$ cat config.mk
export PLATFORM = sky130hd
export DESIGN_NAME = pool_ctrl_flat
export DESIGN_NICKNAME = d
export VERILOG_FILES = /design/src/rtl/pool_ctrl_if.sv /design/src/rtl/pool_ctrl.sv /design/src/flat_wrapper.sv
export SDC_FILE = /design/constraint.sdc
export NUM_CORES = 1
export LEC_CHECK = 0
export BUFFER_PORTS_ARGS = -buffer_cell sky130_fd_sc_hd__buf_2
export CORE_ASPECT_RATIO = 0.7
export CORE_MARGIN = 3
export CORE_UTILIZATION = 30
export CTS_CLUSTER_DIAMETER = 40
export DETAILED_ROUTE_END_ITERATION = 6
export PLACE_DENSITY = 0.65
export SKIP_LAST_GASP = 1
export SYNTH_ARGS = -nofsm -noshare
export SYNTH_HDL_FRONTEND = slang
export SYNTH_SLANG_ARGS = --single-unit
export TNS_END_PERCENT = 5
$ cat constraint.sdc
create_clock -name clk -period 3.1 [get_ports clk]
set_clock_uncertainty 0.15 [all_clocks]
set_input_delay 0.775 -clock clk [delete_from_list [all_inputs] [get_ports clk]]
set_output_delay 0.775 -clock clk [all_outputs]
set_load 0.02 [all_outputs]
$ cat src/rtl/pool_ctrl_if.sv
// Handshake and bus bundle between the pooling controller and its
// surroundings: sample stream in, pooling datapath control, result buffer out.
interface pool_ctrl_if #(
  parameter int DW = 16
);
  // frame control
  logic          start;
  logic          abort;
  // sample stream from the convolution stage
  logic          in_valid;
  logic [DW-1:0] in_data;
  logic          in_ready;
  // pooling datapath
  logic          pool_en_reg;
  logic [DW-1:0] pool_din;
  logic          pool_en;
  logic [DW-1:0] pool_out;
  logic [15:0]   pool_addr;
  logic          pool_done;
  logic          pool_rst_n;
  // result buffer
  logic          wr_en;
  logic [15:0]   wr_addr;
  logic [DW-1:0] wr_data;
  // status
  logic          busy;
  logic          frame_done;
  logic          err;

  // environment side: drives requests, samples and datapath responses
  modport master (
    output start, abort, in_valid, in_data, pool_out, pool_addr, pool_done,
    input  in_ready, pool_en_reg, pool_din, pool_en, pool_rst_n,
    input  wr_en, wr_addr, wr_data, busy, frame_done, err
  );

  // controller side
  modport slave (
    input  start, abort, in_valid, in_data, pool_out, pool_addr, pool_done,
    output in_ready, pool_en_reg, pool_din, pool_en, pool_rst_n,
    output wr_en, wr_addr, wr_data, busy, frame_done, err
  );
endinterface

$ cat src/rtl/pool_ctrl.sv
// Pooling frame controller: loads a 2N x 2N tile of samples into the pooling
// datapath, collects the N x N pooled results into a result buffer, waits for
// the datapath to finish (with timeout), clears it and signals completion.
module pool_ctrl #(
  parameter int N   = 3,
  parameter int DW  = 16,
  parameter int TMO = 16
) (
  input  logic       clk,
  input  logic       reset_n,
  pool_ctrl_if.slave bus
);

  localparam int NSMP = 4 * N * N;
  localparam int NWR  = N * N;
  localparam int SCW  = $clog2(NSMP + 1);
  localparam int WCW  = $clog2(NWR + 1);
  localparam int TCW  = $clog2(TMO + 1);

  typedef enum logic [2:0] {
    IDLE,
    LOAD,
    POOL,
    WAIT,
    CLEAR,
    DONE
  } state_t;

  // Per-state registered control outputs, loaded together with the state.
  typedef struct packed {
    logic in_ready;
    logic pool_en;
    logic pool_rst_n;
    logic busy;
    logic frame_done;
  } flags_t;

  function automatic flags_t flags_for(state_t s);
    flags_t f;
    f = '{in_ready: 1'b0, pool_en: 1'b0, pool_rst_n: 1'b1, busy: 1'b1, frame_done: 1'b0};
    case (s)
      IDLE:    f.busy       = 1'b0;
      LOAD:    f.in_ready   = 1'b1;
      POOL:    f.pool_en    = 1'b1;
      WAIT:    f.pool_en    = 1'b1;
      CLEAR:   f.pool_rst_n = 1'b0;
      DONE:    f.frame_done = 1'b1;
      default: f.busy       = 1'b0;
    endcase
    return f;
  endfunction

  state_t           state_reg;
  flags_t           flags_reg;
  logic [SCW-1:0]   smp_cnt_reg;
  logic [WCW-1:0]   wr_cnt_reg;
  logic [TCW-1:0]   tmo_cnt_reg;
  logic             aborted_reg;
  logic             err_reg;
  logic             wr_en_reg;
  logic [15:0]      wr_addr_reg;
  logic [DW-1:0]    wr_data_reg;
  logic             accept;

  // A sample is taken only while loading and never in an abort cycle.
  assign accept = flags_reg.in_ready & bus.in_valid & ~bus.abort;

  // Frame sequencing, counters and registered outputs.
  always_ff @(posedge clk or negedge reset_n) begin
    if (!reset_n) begin
      state_reg   <= IDLE;
      flags_reg   <= '0;
      smp_cnt_reg <= '0;
      wr_cnt_reg  <= '0;
      tmo_cnt_reg <= '0;
      aborted_reg <= 1'b0;
      err_reg     <= 1'b0;
      wr_en_reg   <= 1'b0;
      wr_addr_reg <= '0;
      wr_data_reg <= '0;
    end else begin
      // Refresh outputs of the current state; transitions below override.
      flags_reg <= flags_for(state_reg);
      wr_en_reg <= 1'b0;
      case (state_reg)
        IDLE: begin
          if (bus.start) begin
            state_reg   <= LOAD;
            flags_reg   <= flags_for(LOAD);
            smp_cnt_reg <= '0;
            wr_cnt_reg  <= '0;
            aborted_reg <= 1'b0;
          end
        end
        LOAD: begin
          if (bus.abort) begin
            state_reg   <= CLEAR;
            flags_reg   <= flags_for(CLEAR);
            aborted_reg <= 1'b1;
          end else if (accept) begin
            smp_cnt_reg <= smp_cnt_reg + 1'b1;
            if (smp_cnt_reg == SCW'(NSMP - 1)) begin
              state_reg <= POOL;
              flags_reg <= flags_for(POOL);
            end
          end
        end
        POOL: begin
          if (bus.abort) begin
            state_reg   <= CLEAR;
            flags_reg   <= flags_for(CLEAR);
            aborted_reg <= 1'b1;
          end else begin
            wr_en_reg   <= 1'b1;
            wr_addr_reg <= bus.pool_addr;
            wr_data_reg <= bus.pool_out;
            wr_cnt_reg  <= wr_cnt_reg + 1'b1;
            if (wr_cnt_reg == WCW'(NWR - 1)) begin
              state_reg   <= WAIT;
              flags_reg   <= flags_for(WAIT);
              tmo_cnt_reg <= '0;
            end
          end
        end
        WAIT: begin
          if (bus.abort) begin
            state_reg   <= CLEAR;
            flags_reg   <= flags_for(CLEAR);
            aborted_reg <= 1'b1;
          end else if (bus.pool_done) begin
            state_reg <= CLEAR;
            flags_reg <= flags_for(CLEAR);
          end else if (tmo_cnt_reg == TCW'(TMO - 1)) begin
            err_reg   <= 1'b1;
            state_reg <= CLEAR;
            flags_reg <= flags_for(CLEAR);
          end else begin
            tmo_cnt_reg <= tmo_cnt_reg + 1'b1;
          end
        end
        CLEAR: begin
          // Aborted frames skip the completion pulse.
          state_reg   <= aborted_reg ? IDLE : DONE;
          flags_reg   <= flags_for(aborted_reg ? IDLE : DONE);
          aborted_reg <= 1'b0;
        end
        DONE: begin
          state_reg <= IDLE;
          flags_reg <= flags_for(IDLE);
        end
        default: begin
          state_reg <= IDLE;
          flags_reg <= flags_for(IDLE);
        end
      endcase
    end
  end

  assign bus.in_ready    = flags_reg.in_ready;
  assign bus.pool_en_reg = accept;
  assign bus.pool_din    = bus.in_data;
  assign bus.pool_en     = flags_reg.pool_en;
  assign bus.pool_rst_n  = flags_reg.pool_rst_n;
  assign bus.busy        = flags_reg.busy;
  assign bus.frame_done  = flags_reg.frame_done;
  assign bus.err         = err_reg;
  assign bus.wr_en       = wr_en_reg;
  assign bus.wr_addr     = wr_addr_reg;
  assign bus.wr_data     = wr_data_reg;

endmodule

$ cat src/flat_wrapper.sv
// flat-port wrapper written by rule: the top's interface ports become plain ports
module pool_ctrl_flat 
#(
  parameter int N   = 3,
  parameter int DW  = 16,
  parameter int TMO = 16
)
  (clk, reset_n, bus_start, bus_abort, bus_in_valid, bus_in_data, bus_pool_out, bus_pool_addr, bus_pool_done, bus_in_ready, bus_pool_en_reg, bus_pool_din, bus_pool_en, bus_pool_rst_n, bus_wr_en, bus_wr_addr, bus_wr_data, bus_busy, bus_frame_done, bus_err);
  pool_ctrl_if #(.DW(DW)) bus_i ();
  input  logic clk;
  input  logic reset_n;
  input wire logic [$bits(bus_i.start)-1:0] bus_start;
  input wire logic [$bits(bus_i.abort)-1:0] bus_abort;
  input wire logic [$bits(bus_i.in_valid)-1:0] bus_in_valid;
  input wire logic [$bits(bus_i.in_data)-1:0] bus_in_data;
  input wire logic [$bits(bus_i.pool_out)-1:0] bus_pool_out;
  input wire logic [$bits(bus_i.pool_addr)-1:0] bus_pool_addr;
  input wire logic [$bits(bus_i.pool_done)-1:0] bus_pool_done;
  output wire logic [$bits(bus_i.in_ready)-1:0] bus_in_ready;
  output wire logic [$bits(bus_i.pool_en_reg)-1:0] bus_pool_en_reg;
  output wire logic [$bits(bus_i.pool_din)-1:0] bus_pool_din;
  output wire logic [$bits(bus_i.pool_en)-1:0] bus_pool_en;
  output wire logic [$bits(bus_i.pool_rst_n)-1:0] bus_pool_rst_n;
  output wire logic [$bits(bus_i.wr_en)-1:0] bus_wr_en;
  output wire logic [$bits(bus_i.wr_addr)-1:0] bus_wr_addr;
  output wire logic [$bits(bus_i.wr_data)-1:0] bus_wr_data;
  output wire logic [$bits(bus_i.busy)-1:0] bus_busy;
  output wire logic [$bits(bus_i.frame_done)-1:0] bus_frame_done;
  output wire logic [$bits(bus_i.err)-1:0] bus_err;
  assign bus_i.start = bus_start;
  assign bus_i.abort = bus_abort;
  assign bus_i.in_valid = bus_in_valid;
  assign bus_i.in_data = bus_in_data;
  assign bus_i.pool_out = bus_pool_out;
  assign bus_i.pool_addr = bus_pool_addr;
  assign bus_i.pool_done = bus_pool_done;
  assign bus_in_ready = bus_i.in_ready;
  assign bus_pool_en_reg = bus_i.pool_en_reg;
  assign bus_pool_din = bus_i.pool_din;
  assign bus_pool_en = bus_i.pool_en;
  assign bus_pool_rst_n = bus_i.pool_rst_n;
  assign bus_wr_en = bus_i.wr_en;
  assign bus_wr_addr = bus_i.wr_addr;
  assign bus_wr_data = bus_i.wr_data;
  assign bus_busy = bus_i.busy;
  assign bus_frame_done = bus_i.frame_done;
  assign bus_err = bus_i.err;
  pool_ctrl #(.N(N), .DW(DW), .TMO(TMO)) u_core (.clk(clk), .reset_n(reset_n), .bus(bus_i));
endmodule
Word-level counts from Yosys, hierarchy flattened
Cells that the tools add are included.

Bitwise logic cells: 4. Muxes and demuxes: 48. Reduce and logical (&&, ||, !) cells: 17. Add/sub/neg operators: 3. Equality and inequality tests: 26.

Operator list (count): $mux W5 (14); $mux W3 (10); $pmux W5 S5 (1); $mux W6 (3); $pmux W3 S5 (1); $ne A2 B2 Y1 const B (7); $mux W1 (13); $eq A3 B2 Y1 const B (4); $eq A3 B3 Y1 const B (4); $pmux W6 S2 (1); $pmux W5 S2 (1); $mux W4 (2); $pmux W4 S2 (1); $reduce_and A4 Y1 (2); $add A6 B1 Y6 const B (1); $eq A3 B1 Y1 const B (2); $eq A6 B6 Y1 const B (1); $ne A3 B2 Y1 const B (2); $reduce_and A3 Y1 (2); $reduce_and A6 Y1 (1); $reduce_bool A2 Y1 (3); $add A5 B1 Y5 const B (1); $eq A5 B4 Y1 const B (1); $reduce_and A5 Y1 (1); 15 further kinds (19).

Logic and storage cells: 112. Input port bits: 54. Flip-flop bits (word level): 58.

Logic depth before layout (Yosys ltp)
Gate-level depths: netlist of the first run.

Depth after elaboration: 7. Depth in mapped cells: 7. Gate-level depth less buffers: 6.

Worst setup path after synthesis of the first run
Ideal clock, no wire load.

Path kind: input-to-output. From: input port bus_abort. To: output port bus_pool_en_reg. Path slack: 902 ps. Arrival time: 1273 ps. Data required time: 2175 ps. Stages: 2. Cells stage by stage: clkbuf_1 > nor2b_1.

Longest elaborated chain between the ends: 2.

Ends and longest elaborated chain: from (decl) (RTL line flat_wrapper.sv:13) `input wire logic [$bits(bus_i.abort)-1:0] bus_abort;`; $not A1 Y1 (no source line); $and A1 B1 Y1 (RTL line pool_ctrl.sv:66) `assign accept = flags_reg.in_ready & bus.in_valid & ~bus.abort;`; to (decl) (RTL line flat_wrapper.sv:20) `output wire logic [$bits(bus_i.pool_en_reg)-1:0] bus_pool_en_reg;`.

Every way passes these cells.

Worst setup path after layout of the first run
From: input port bus_abort. To: register u_core.wr_cnt_reg[1].

Longest elaborated chain between the ends: 2.

Ends and longest elaborated chain: $ne A2 B2 Y1 (no source line); $reduce_and A3 Y1 (no source line); to (signal assigned) (RTL line pool_ctrl.sv:117) `wr_cnt_reg <= wr_cnt_reg + 1'b1;`; to (decl) (RTL line pool_ctrl.sv:56) `logic [WCW-1:0] wr_cnt_reg;`.

Every way passes these cells. A chain may end at the register's enable or synchronous reset.

==> out/metrics.cfg, run 1 <==
[outcome]
status=finished, final reports clean

[worst_setup_path]
critical-path-max-stage-delay_ns=0.78
timing.critical_path.required_ns=3.15
setup.worst_path.class=in -> reg
worstPathArrival_ns=2.49
crit_path_end_kind=flip-flop
crit_path_max_fanout=35
start_kind=input port
timing.critical_path.cells=buf_2 > or4b_1 > clkinv_1 > o31ai_1
crit_path_top_delay_cell=clkinv_1

[yosys]
synthArstFlopShare_pct=100
dominant_combinational_cell_family_by_area_after_synthesis=simple AND/OR/NAND/NOR gates
ys_ff_latch=58
number_of_enable_flip_flop_cells_after_synthesis=0
synth_compound_gate_area_share_pct=10.3
synth_fa_ha_area_share_pct=2.28
synth.lib_cells_used.distinct=44
synthSimpleGateAreaFrac_pct=23.6
yosys-mux-area-fraction_pct=2.19
yosysWarnings=0
synth-main-ff-cell=dfrtp_1
synth_nets=357
avgSynthCellArea_sq_um=9.20
post_synth_instance_area_sq_um=2740
synth_sequential_area_ratio_pct=52.9
synthXorXnorAreaFrac_pct=0
syn-instance-count=298

[routing]
drc=0
dr.pass1.iters=4
route.detailed.wl_per_inst_um=12.3
dr_total_vias=2159
antenna_left=0
drt_wl_total_um=5930
1st_iter_drt_viols=83
avgViaCountPerCell=4.46

[final_layout]
post_route_cells_drive_above_1_share_pct=28.0
leading_cell_type_in_the_layout_fill_and_taps_excluded=nand2_1
antenna_cells_inserted=0
layout-area-overhead-vs-synth_pct=24.0
fillerInstances=882
final_cell_mix=108 x nand2_1, 77 x buf_2, 58 x dfrtp_1, 12 x inv_1, 10 x o21ai_0
design.final.nets=418

[global_routing]
globalRouteOverflowTotal=0
grt_first_pass_wirelength_um=9920
grt_pass1_vias=2094
grt_start_max_net_pins=42
grt_usage_pct=12.1
grt_antenna_before_repair=0

[power_and_ir_drop]
p_int_w=0.00153
comb_power_share_pct=14.6
p_sw_w=0.000535
p_leak_nw=1.87
maximum_ir_drop_on_the_vdd_rail_mv=0.214
powerDensity_nw_per_um2=607
pwr-share-clk_pct=44.6
switching_share_pct=25.9
power.sequential.fraction_pct=40.8

[clock_tree]
ctsHtreeMaxLevel=3
cts_buffers=9
tritoncts=built
clk_pin_slew_worst_paths_ns=0.05
cts_root_buf=clkbuf_16
post-cts-setup-buffer-count=0
post_cts_resize_count=0
post_cts_hold_buffer_count=0
clockBufferDepth=2
cts_sinks=58
worstSkewPairLatency_ns=0.32

[floorplanning]
die_x_um=120
initial_core_util_pct=31.7
design.die.area_sq_um=10300
floorplan.core_area_sq_um=8650
die_h_um=86.0
std_cell_rows=28
ioPinCount=110

[sta]
max_freq_ghz=0.409
grt_setup_unrepaired=no
timing.final.crit_period_ns=2.45
holdWs_ns=0.228
post-route-period-util_pct=78.9
final_hold_viol_count=0
timing.final.setup_violations=0
worstMarginPinSlew_ns=1.01
timing.setup.tns_ns=0
slew_headroom_pct=32.4
timing.final.max_slew_violations=0

[min_path]
worst_hold_path_class=in -> async

[placed_design]
numPortBuffers=77
hpwl_dp_um=4160
finalWeightedCongestion=0.755

[flow_run]
cap_viol_max_count=0

worst paths after layout:
| kind | startpoint | end | slack, ns | depth (start not counted) |
|---|---|---|---|---|
| setup reg to reg | u_core.state_reg[1] | u_core.wr_cnt_reg[1] | 0.73 | 3 |
| setup / recovery | bus_abort | u_core.wr_cnt_reg[1] | 0.65 | 4 |
| min in group clk | u_core.bus.wr_data[4] | u_core.bus.wr_data[4] | 0.31 | 2 |
| max in group asynchronous | reset_n | u_core.bus.wr_data[3] | 1.94 | 2 |
| hold / removal | reset_n | u_core.bus.in_ready | 0.23 | 1 |
| hold reg to reg | u_core.bus.wr_data[4] | u_core.bus.wr_data[4] | 0.31 | 2 |
power by group through the flow:
stage | logic [W] | registers (W) | clock network [W]
6_report | 0.000302 | 0.000842 | 0.000919
5_1_grt | 0.000336 | 0.000851 | 0.000988
4_1_cts | 0.000306 | 0.000842 | 0.000951
3_5_place_dp | 0.000305 | 0.000854 | 0
3_3_place_gp | 0.000301 | 0.000854 | 0
2_1_floorplan | 0.000233 | 0.000864 | 0
cells by family (layout without fill, tap and decap cells):
family          Yosys count  in the layout
mux                       6              6
flops                    58             58
simple gates            143            143
fa+ha+maj                 5              5
compound gates           42             42
buf+inv                  44            110
cells in the mapped netlist (3+ instances only):
cell type | n | area, sq um
o21bai_1 | 3 | 22.5
inv_1 | 12 | 45.0
a211oi_1 | 4 | 30.0
a21o_1 | 5 | 37.5
buf_2 | 6 | 30.0
clkbuf_1 | 8 | 30.0
nand2b_1 | 4 | 25.0
nor2_1 | 4 | 15.0
ha_1 | 5 | 62.6
a21oi_1 | 6 | 30.0
o21ai_0 | 10 | 50.1
nand3_1 | 4 | 20.0
mux2i_1 | 6 | 60.1
dfrtp_1 | 58 | 1450
buf_4 | 16 | 120
nand2_1 | 108 | 405
critical path: cells and delay by family:
family	cells	cell delay (ns)
compound gates	1	0.53
buf+inv	2	1.00
simple gates	1	0.17
metrics by stage:
stage | instance area [sq um] | total power [W] | setup slack [ns] | util (%) | instances
after floorplan | 2740 | 0.00110 | 0.902 | - | 298
after global placement | 3120 | 0.00116 | 0.373 | 36.0 | 468
after detailed placement | 3120 | 0.00116 | 0.274 | 36.0 | 468
after CTS | 3400 | 0.00210 | 0.601 | 39.3 | 484
after global routing | 3400 | 0.00218 | 0.385 | 39.3 | 484
final | 3400 | 0.00206 | 0.654 | 39.3 | 484
area by class of cell:
type,count,area (sq um),area share [%]
well taps,120,150,4.42
repair buffers,81,415,12.2
clock inverters,2,10.0,0.294
inverters,13,48.8,1.43
flip-flops and latches,58,1450,42.7
clock buffers,14,274,8.06
multi-input cells,196,1050,30.9
layer usage:
layer	share of wire, %	global-route usage, %	vias up
met5	0	0	-
met4	1.6	4.53	0
met1	50	16.8	988
met3	8.0	5.54	10
li1	-	-	1092
met2	40	16.4	69
Note: power is estimated with default switching activity, not from simulation.
==> run 2: changes to the inputs <==
==> constraint.sdc (replaced) <==
create_clock -name clk -period 2.3 [get_ports clk]
set_clock_uncertainty 0.15 [all_clocks]
set_input_delay 0.575 -clock clk [delete_from_list [all_inputs] [get_ports clk]]
set_output_delay 0.575 -clock clk [all_outputs]
set_load 0.02 [all_outputs]
==> run 2 against run 1 <==
Global-route usage grew 0.65 points; power grew 47%; utilization grew 1.5 points; highest routed layer unchanged; routed wire length grew 4.8%; critical endpoint is now u_core.state_reg[0]; non-clock buffer count grew 7; sequential power grew 35%.
==> out/metrics.cfg, run 2 (same netlist as run 1, synthesis figures left out) <==
[outcome]
status=finished, final reports clean

[global_routing]
grt_antenna_before_repair=0
grt_first_pass_wirelength_um=10400
globalRouteOverflowTotal=0
grt_usage_pct=12.7
use_met2_pct=18.0
globalRoute.busiestLayer=met2
grt_use_met3_pct=4.22
grt.met1_usage_pct=17.8
grt_start_max_net_pins=59
grt_pass1_vias=2157

[final_layout]
fillerInstances=876
final_instance_count_without_filler_cells=490
register_area_sq_um=1450
multi_input_area_sq_um=1060
layout.cell_area.non_filler_sq_um=3530
layout-area-overhead-vs-synth_pct=28.7
design.final.nets=425
antenna_cells_inserted=0
leading_cell_type_in_the_layout_fill_and_taps_excluded=nand2_1
final_cell_mix=108 x nand2_1, 77 x buf_2, 58 x dfrtp_1, 12 x inv_1, 10 x o21ai_0
post_route_cells_drive_above_1_share_pct=30.0

[sta]
timing.final.setup_violations=0
final_hold_viol_count=0
max_freq_ghz=0.453
worstMarginPinSlew_ns=0.557
holdWs_ns=0.0998
post-route-period-util_pct=95.9
timing.final.crit_period_ns=2.21
slew_headroom_pct=61.9
grt_setup_unrepaired=no
timing.setup.tns_ns=0
timing.final.max_slew_violations=0

[placed_design]
hpwl_dp_um=4290
dpl_cell_area_sq_um=3190
finalWeightedCongestion=0.764
placed_cells=475
numPortBuffers=77

[clock_tree]
clk_pin_slew_worst_paths_ns=0.05
cts_sinks=58
clockBufferDepth=2
cts_buffers=9
cts_root_buf=clkbuf_16
worstSkewPairLatency_ns=0.32
ctsHtreeMaxLevel=3
post_cts_hold_buffer_count=0
post-cts-setup-buffer-count=0
tritoncts=built

[floorplanning]
design.die.area_sq_um=10300
ioPinCount=110
die_h_um=86.0
floorplan.core_area_sq_um=8650
initial_core_util_pct=31.7
die_x_um=120
std_cell_rows=28

[routing]
1st_iter_drt_viols=167
dr.pass1.iters=4
drc=0
route.detailed.wl_per_inst_um=12.7
antenna_left=0
dr_total_vias=2226
drt_wl_total_um=6210
avgViaCountPerCell=4.54

[power_and_ir_drop]
powerDensity_nw_per_um2=861
p_leak_nw=1.92
fin_total_pwr_w=0.00304
maximum_ir_drop_on_the_vdd_rail_mv=0.327

[flow_run]
cap_viol_max_count=0

[worst_setup_path]
crit_path_end_kind=flip-flop
crit_path_max_fanout=5
timing.critical_path.required_ns=2.39
crit-reg2reg-launch=u_core.tmo_cnt_reg[0]
worstPathArrival_ns=2.29
setup.worst_path.class=reg -> reg
critPathLaunch=u_core.tmo_cnt_reg[0]
start_kind=flip-flop

[min_path]
worst_hold_path_class=in -> async

[run 2: path summary, 6_finish.rpt]
kind                                          to  slack, ns  depth (start not counted)
max                          u_core.state_reg[0]       0.09                          6
min                        u_core.bus.frame_done        0.1                          2
max reg2reg                  u_core.state_reg[0]       0.09                          6
min reg2reg                       u_core.bus.err       0.31                          1
max in group asynchronous  u_core.bus.wr_data[5]       1.63                          2
min in group clk           u_core.bus.wr_addr[8]       0.29                          3
[run 2: routing by layer]
layer | wire length, um | up-vias
li1 | - | 1108
met1 | 3050 | 1033
met2 | 2610 | 74
met3 | 445 | 11
met4 | 112 | 0
met5 | 0 | -
[run 2: layout make-up]
| class | count | area share, % |
|---|---|---|
| inverters | 13 | 1.38 |
| clock inverters | 4 | 2.13 |
| clock buffers | 11 | 7.16 |
| flip-flops and latches | 58 | 41.1 |
| well taps | 120 | 4.25 |
| repair buffers | 88 | 14.0 |
| multi-input cells | 196 | 30.0 |
[run 2: report_power, final]
| group | internal (W) | switching, W | leakage (nW) | total (W) |
|---|---|---|---|---|
| Clock | 0.00100 | 0.000448 | 0.154 | 0.00145 |
| Combinational | 0.000196 | 0.000254 | 0.985 | 0.000451 |
| Sequential | 0.00108 | 0.0000579 | 0.785 | 0.00114 |
| Total | 0.00228 | 0.000760 | 1.92 | 0.00304 |
[run 2: what timing repair did]
| action | 4_1_cts | 5_1_grt |
|---|---|---|
| endpoints found under the hold margin | 0 | 0 |
| resized for setup | 0 | 2 |
| setup endpoints to repair | 0 | 7 |
[run 2: metrics by stage]
stage | setup WS [ns] | utilization (%)
final | 0.0937 | 40.8
after detailed placement | 0.0179 | 36.9
after CTS | 0.00197 | 40.7
after global placement | 0.0703 | 36.9
after global routing | 0.0108 | 40.8
after floorplan | 0.108 | -
[run 2: critical path, stage by stage, from the launching register on]
cell and delay (ns):
dfrtp_1 0.38, ha_1 0.23, and3_1 0.19, ha_1 0.20, or3b_4 0.44, or2_2 0.34, a32oi_1 0.19
